<file path="config.mk">
export PLATFORM = sky130hd
export DESIGN_NAME = pipeline_hazard_controller
export DESIGN_NICKNAME = d
export VERILOG_FILES = /design/src/rtl/pipeline_hazard_controller.sv
export SDC_FILE = /design/constraint.sdc
export NUM_CORES = 1
export LEC_CHECK = 0
export ABC_CLOCK_PERIOD_IN_PS = 2040
export BUFFER_PORTS_ARGS = -buffer_cell sky130_fd_sc_hd__buf_2
export CAP_MARGIN = 5
export CORE_MARGIN = 1.5
export CORE_UTILIZATION = 50
export DETAILED_ROUTE_END_ITERATION = 10
export PLACE_DENSITY = 0.77
export SYNTH_ARGS = -nofsm -noshare
export SYNTH_HDL_FRONTEND = slang
export SYNTH_SLANG_ARGS = --single-unit
</file>
<file path="constraint.sdc">
create_clock -name CLK -period 2.04 [get_ports CLK]
set_input_delay 0.408 -clock CLK [delete_from_list [all_inputs] [get_ports CLK]]
set_output_delay 0.408 -clock CLK [all_outputs]
set_load 0.01 [all_outputs]
</file>
<file path="src/rtl/pipeline_hazard_controller.sv">
// rtl/pipeline_hazard_controller.sv - stall/flush sequencer for a 5-stage RISC-V pipeline
//
// Purpose: after a boot hold following reset, decides every cycle which
// pipeline registers load, hold or take a NOP. The decision is a fixed
// priority: data-memory stall > taken-branch redirect > load-use bubble >
// instruction-memory stall > run. Also keeps saturating stall/bubble
// statistics and a sticky data-memory watchdog flag.
//
// Ports:
//   CLK, RESET                 clock, asynchronous active-low reset
//   IMEM_BUSYWAIT, DMEM_BUSYWAIT  memory not-ready inputs
//   EX_BRANCH_TAKEN            taken branch/jump resolved in EX
//   EX_MEM_READ, EX_RD         load in EX and its destination register
//   ID_RS1/2, ID_USES_RS1/2    source registers of the instruction in ID
//   CNT_CLEAR                  synchronous clear of the statistics counters
//   *_ENABLE                   per-stage load enables (PC .. MEM_WB)
//   IF_ID_FLUSH, ID_EX_FLUSH   NOP insertion, override the matching enable
//   CTRL_STATE                 previous cycle's decision class
//   STALL_CYCLES, BUBBLE_COUNT saturating statistics
//   MEM_TIMEOUT                sticky watchdog flag
module pipeline_hazard_controller #(
  parameter int BOOT_CYCLES    = 2,
  parameter int TIMEOUT_CYCLES = 1024,
  parameter int CNT_WIDTH      = 16
) (
  input  logic                 CLK,
  input  logic                 RESET,
  input  logic                 IMEM_BUSYWAIT,
  input  logic                 DMEM_BUSYWAIT,
  input  logic                 EX_BRANCH_TAKEN,
  input  logic                 EX_MEM_READ,
  input  logic [4:0]           EX_RD,
  input  logic [4:0]           ID_RS1,
  input  logic [4:0]           ID_RS2,
  input  logic                 ID_USES_RS1,
  input  logic                 ID_USES_RS2,
  input  logic                 CNT_CLEAR,
  output logic                 PC_ENABLE,
  output logic                 IF_ID_ENABLE,
  output logic                 ID_EX_ENABLE,
  output logic                 EX_MEM_ENABLE,
  output logic                 MEM_WB_ENABLE,
  output logic                 IF_ID_FLUSH,
  output logic                 ID_EX_FLUSH,
  output logic [2:0]           CTRL_STATE,
  output logic [CNT_WIDTH-1:0] STALL_CYCLES,
  output logic [CNT_WIDTH-1:0] BUBBLE_COUNT,
  output logic                 MEM_TIMEOUT
);

  localparam int BW = (BOOT_CYCLES > 1) ? $clog2(BOOT_CYCLES) : 1;
  localparam int WW = $clog2(TIMEOUT_CYCLES + 1);
  localparam logic [BW-1:0] BOOT_LAST = BW'(BOOT_CYCLES - 1);
  localparam logic [WW-1:0] WD_LIMIT  = WW'(TIMEOUT_CYCLES);

  typedef enum logic [2:0] {
    CLS_BOOT     = 3'd0,
    CLS_RUN      = 3'd1,
    CLS_DSTALL   = 3'd2,
    CLS_REDIRECT = 3'd3,
    CLS_BUBBLE   = 3'd4,
    CLS_ISTALL   = 3'd5
  } cls_e;

  typedef enum logic {
    PH_BOOT = 1'b0,
    PH_RUN  = 1'b1
  } phase_e;

  phase_e          phase_q, phase_d;
  logic [BW-1:0]   boot_cnt_q, boot_cnt_d;
  cls_e            cls_d;
  logic [2:0]      ctrl_state_q;
  logic [CNT_WIDTH-1:0] stall_q, bubble_q;
  logic [WW-1:0]   wd_cnt_q, wd_cnt_d;
  logic            timeout_q;
  logic            load_use;

  // Phase register: BOOT counts edges after reset release, then RUN forever.
  always_ff @(posedge CLK or negedge RESET) begin
    if (!RESET) begin
      phase_q    <= PH_BOOT;
      boot_cnt_q <= '0;
    end else begin
      phase_q    <= phase_d;
      boot_cnt_q <= boot_cnt_d;
    end
  end

  always_comb begin
    phase_d    = phase_q;
    boot_cnt_d = boot_cnt_q;
    if (phase_q == PH_BOOT) begin
      if (boot_cnt_q == BOOT_LAST) begin
        phase_d = PH_RUN;
      end else begin
        boot_cnt_d = boot_cnt_q + 1'b1;
      end
    end
  end

  assign load_use = EX_MEM_READ && (EX_RD != 5'd0) &&
                    ((ID_USES_RS1 && (ID_RS1 == EX_RD)) ||
                     (ID_USES_RS2 && (ID_RS2 == EX_RD)));

  // Decision class for this cycle; fixed priority, combinational from inputs.
  always_comb begin
    cls_d = CLS_RUN;
    if (phase_q == PH_BOOT)  cls_d = CLS_BOOT;
    else if (DMEM_BUSYWAIT)  cls_d = CLS_DSTALL;
    else if (EX_BRANCH_TAKEN) cls_d = CLS_REDIRECT;
    else if (load_use)       cls_d = CLS_BUBBLE;
    else if (IMEM_BUSYWAIT)  cls_d = CLS_ISTALL;
  end

  // Output decode. A bubble keeps IF_ID and PC so the dependent instruction
  // retries, while ID_EX loads a NOP; an IMEM stall instead lets the
  // pipeline drain behind a NOP in IF_ID.
  always_comb begin
    PC_ENABLE     = 1'b1;
    IF_ID_ENABLE  = 1'b1;
    ID_EX_ENABLE  = 1'b1;
    EX_MEM_ENABLE = 1'b1;
    MEM_WB_ENABLE = 1'b1;
    IF_ID_FLUSH   = 1'b0;
    ID_EX_FLUSH   = 1'b0;
    case (cls_d)
      CLS_BOOT, CLS_DSTALL: begin
        PC_ENABLE     = 1'b0;
        IF_ID_ENABLE  = 1'b0;
        ID_EX_ENABLE  = 1'b0;
        EX_MEM_ENABLE = 1'b0;
        MEM_WB_ENABLE = 1'b0;
        IF_ID_FLUSH   = (cls_d == CLS_BOOT);
        ID_EX_FLUSH   = (cls_d == CLS_BOOT);
      end
      CLS_REDIRECT: begin
        IF_ID_FLUSH = 1'b1;
        ID_EX_FLUSH = 1'b1;
      end
      CLS_BUBBLE: begin
        PC_ENABLE    = 1'b0;
        IF_ID_ENABLE = 1'b0;
        ID_EX_FLUSH  = 1'b1;
      end
      CLS_ISTALL: begin
        PC_ENABLE   = 1'b0;
        IF_ID_FLUSH = 1'b1;
      end
      default: ;
    endcase
  end

  // Watchdog counter saturates at the limit so it never wraps back to zero
  // while the stall persists.
  always_comb begin
    wd_cnt_d = wd_cnt_q;
    if (phase_q == PH_RUN) begin
      if (!DMEM_BUSYWAIT)          wd_cnt_d = '0;
      else if (wd_cnt_q != WD_LIMIT) wd_cnt_d = wd_cnt_q + 1'b1;
    end
  end

  always_ff @(posedge CLK or negedge RESET) begin
    if (!RESET) begin
      ctrl_state_q <= CLS_BOOT;
      stall_q      <= '0;
      bubble_q     <= '0;
      wd_cnt_q     <= '0;
      timeout_q    <= 1'b0;
    end else begin
      ctrl_state_q <= cls_d;
      wd_cnt_q     <= wd_cnt_d;
      if (wd_cnt_d == WD_LIMIT) timeout_q <= 1'b1;
      if (CNT_CLEAR) begin
        stall_q  <= '0;
        bubble_q <= '0;
      end else begin
        if ((cls_d == CLS_DSTALL || cls_d == CLS_ISTALL) && (stall_q != '1))
          stall_q <= stall_q + 1'b1;
        if ((cls_d == CLS_BUBBLE) && (bubble_q != '1))
          bubble_q <= bubble_q + 1'b1;
      end
    end
  end

  assign CTRL_STATE   = ctrl_state_q;
  assign STALL_CYCLES = stall_q;
  assign BUBBLE_COUNT = bubble_q;
  assign MEM_TIMEOUT  = timeout_q;

endmodule

</file>
==> reports/qor.yml <==
place_hpwl_um: 5370
clk_latency_ps: 300
fin_crit_sh: 1.09
yosys_register_bits: 49
vias: 3317
worstMarginPinSlew_ps: 757
powerDensity_nw_per_um2: 439
dr_wl_met3_um: 534
netlist.area_leader.share: 0.390
syn_area_per_cell_um2: 8.85
tns_ps: -1870
required_ps: 1630
fp.dieH_um: 82.3
route.met2.wl_um: 5300
yosys.area.top_type: "dfrtp_1"
path_class: "in -> out"
drv_slew: 0
ys_warn_count: 0
grt_use_total: 0.261
path_buf_inv: 5
synth_edf_count: 0
cp_cell_sequence: "buf_2, buf_6, xnor2_1, nand4_1, o22ai_2, buf_4, nand2_1, buf_4, o21a_1, buf_2"
synthCells: 355
ios: 67
die_area_um2: 6770
crit_fanout: 3
overflow: 0
finalPower_w: 0.00204
start_kind: "input pin"
ys_async_sr_fraction: 1.00
h-tree-depth: 2
grt_pass1_wl_um: 13600
cts_tree: "built"
violations: "negative setup slack"
rsz0062_at_grt: "yes"
syn_nets: 383
grt_pass1_vias: 2945
hold_viol: 0
synth_most_common_cell: "dfrtp_1"
clockBufferDepth: 2
die_w_um: 82.3
ys_types: 53
arrival_ps: 1820
drtAntennaViolNets: 0
setup_viol: 23
fin_util: 0.777
drc: 0
clock.fmax_mhz: 448
p_leak_nw: 2.07
place.gp.congestion: 0.826
top_layer: "met4"
antenna_found_initial: 0
end_kind: "primary output"
vias_per_cell: 6.05
finalCriticalPeriod_ps: 2230
dr.first_iter.drc_count: 210
root_buffer: "clkbuf_8"
numCtsBuffers: 5
ir_drop_mv: 0.275
status: "complete, but fails checks"
routedWlPerCell_um: 18.5
cap_violations: 0
yosysSeqAreaShare: 0.390
ys.flop_type: "dfrtp_1"
final_nets: 501
hold_class: "in -> async"
cts_sinks: 49
skew_ps: 9.19
clkSlewWorstSetupHoldPaths_ps: 90
wl_um: 10200
slowest_delay_ps: 190
grt_max_degree: 50
initial_core_util: 0.525
rows: 28
yosys-top-cells-area: "dfrtp_1, mux2_2, nor2b_1, nor2_1, a21oi_1"
worst_slack_ps: -191
syn_area_um2: 3140
area_growth_pct: 48.0
whs_ps: 71.1
num_antenna_cells: 0
firstDrtPassIters: 5
wl_met1_um: 4040
port_buffers: 66
synth.top_cells.by_count: "dfrtp_1, nor2_1, nor2b_1"
critical_path.top_delay_family: "buffers and inverters"
drive_above_1_share: 0.463
cpMaxStageDelayCell: "o22ai_2"
relSlewSlack: 0.494
core_area_um2: 5990
placed cells by master (no fill, tap or decap), types with 3 or more instances in the layout:
| cell type | synthesis | routed |
|---|---|---|
| a21oi_1 | 24 | 7 |
| o22ai_1 | 3 | 3 |
| dfrtp_1 | 49 | 49 |
| a21oi_2 | 0 | 8 |
| nand2b_1 | 4 | 4 |
| nor2b_1 | 25 | 25 |
| nor4_4 | 0 | 7 |
| buf_4 | 2 | 49 |
| ha_2 | 0 | 3 |
| o21ai_0 | 17 | 15 |
| mux2i_1 | 3 | 3 |
| and3_1 | 8 | 6 |
| buf_2 | 6 | 64 |
| a21oi_4 | 0 | 9 |
| nor2_4 | 0 | 3 |
| or3_1 | 10 | 9 |
| nand3_1 | 22 | 20 |
| mux2_4 | 0 | 19 |
| clkbuf_8 | 0 | 5 |
| nand4_1 | 11 | 11 |
| nor2_1 | 33 | 29 |
| buf_12 | 0 | 4 |
| o21a_1 | 5 | 4 |
| inv_1 | 16 | 15 |
| nand2_1 | 23 | 23 |
| o31ai_1 | 4 | 4 |
| buf_6 | 1 | 13 |
| xnor2_1 | 11 | 9 |
area by class of cell:
cell class | count | area, µm²
Fill cell | 366 | 1340
Clock buffer | 5 | 68.8
Inverter | 16 | 60.1
Multi-Input combinational cell | 271 | 2250
Clock inverter | 2 | 35.0
Sequential cell | 49 | 1230
Tap cell | 75 | 93.8
Timing Repair Buffer | 130 | 915
worst paths after layout:
path	start	end	slack (ps)	cells after the start
min in group CLK	boot_cnt_q$_DFFE_PN0N_	phase_q$_DFF_PN0_	460	1
worst min register to register	boot_cnt_q$_DFFE_PN0N_	phase_q$_DFF_PN0_	460	1
worst min-delay path	RESET	wd_cnt_q[5]$_DFF_PN0_	70	2
worst max register to register	STALL_CYCLES[0]$_DFFE_PN0P_	STALL_CYCLES[2]$_DFFE_PN0P_	-100	8
max in group asynchronous	RESET	STALL_CYCLES[1]$_DFFE_PN0P_	1720	2
worst max-delay path	EX_RD[1]	IF_ID_ENABLE	-190	10
state kept, by name (all words and copies together), names as in the netlist:
signal and flops:
wd_cnt_q 11, MEM_TIMEOUT 1, STALL_CYCLES 16, BUBBLE_COUNT 16
boot_cnt_q 1, phase_q 1, CTRL_STATE 3
what timing repair did:
| action | CTS | global route |
|---|---|---|
| cloned | 2 | 1 |
| gates resized for setup | 29 | 84 |
| hold buffers | 0 | 0 |
| endpoints found under the setup margin | 16 | 28 |
| buffers inserted | 7 | 8 |
| pin swaps | 15 | 24 |
through the flow:
| step | setup WS [ps] | cells | area [µm²] |
|---|---|---|---|
| 2_1_floorplan | -81.9 | 355 | 3210 |
| 3_3_place_gp | -372 | 523 | 3890 |
| 3_5_place_dp | -417 | 523 | 3890 |
| 4_1_cts | -122 | 539 | 4180 |
| 5_1_grt | -318 | 548 | 4650 |
| 6_report | -191 | 548 | 4650 |
cell families after synthesis:
group | after synthesis | synth area share
simple gates | 161 | 0.280
compound gates | 71 | 0.151
flops | 49 | 0.390
buf+inv | 36 | 0.0510
mux | 23 | 0.0812
xor+xnor | 11 | 0.0307
fa+ha+maj | 4 | 0.0159
metal layers:
| layer | vias to the layer above | GRT usage |
|---|---|---|
| li1 | 1492 | - |
| met1 | 1638 | 0.325 |
| met2 | 156 | 0.451 |
| met3 | 31 | 0.0462 |
| met4 | 0 | 0.0932 |
| met5 | - | 0 |
power breakdown:
part,internal (W),switching [W]
combinational,0.000169,0.000200
sequential,0.000983,0.00000748
clock,0.000357,0.000326
total,0.00151,0.000533
Power figures use the tool's default switching activity.
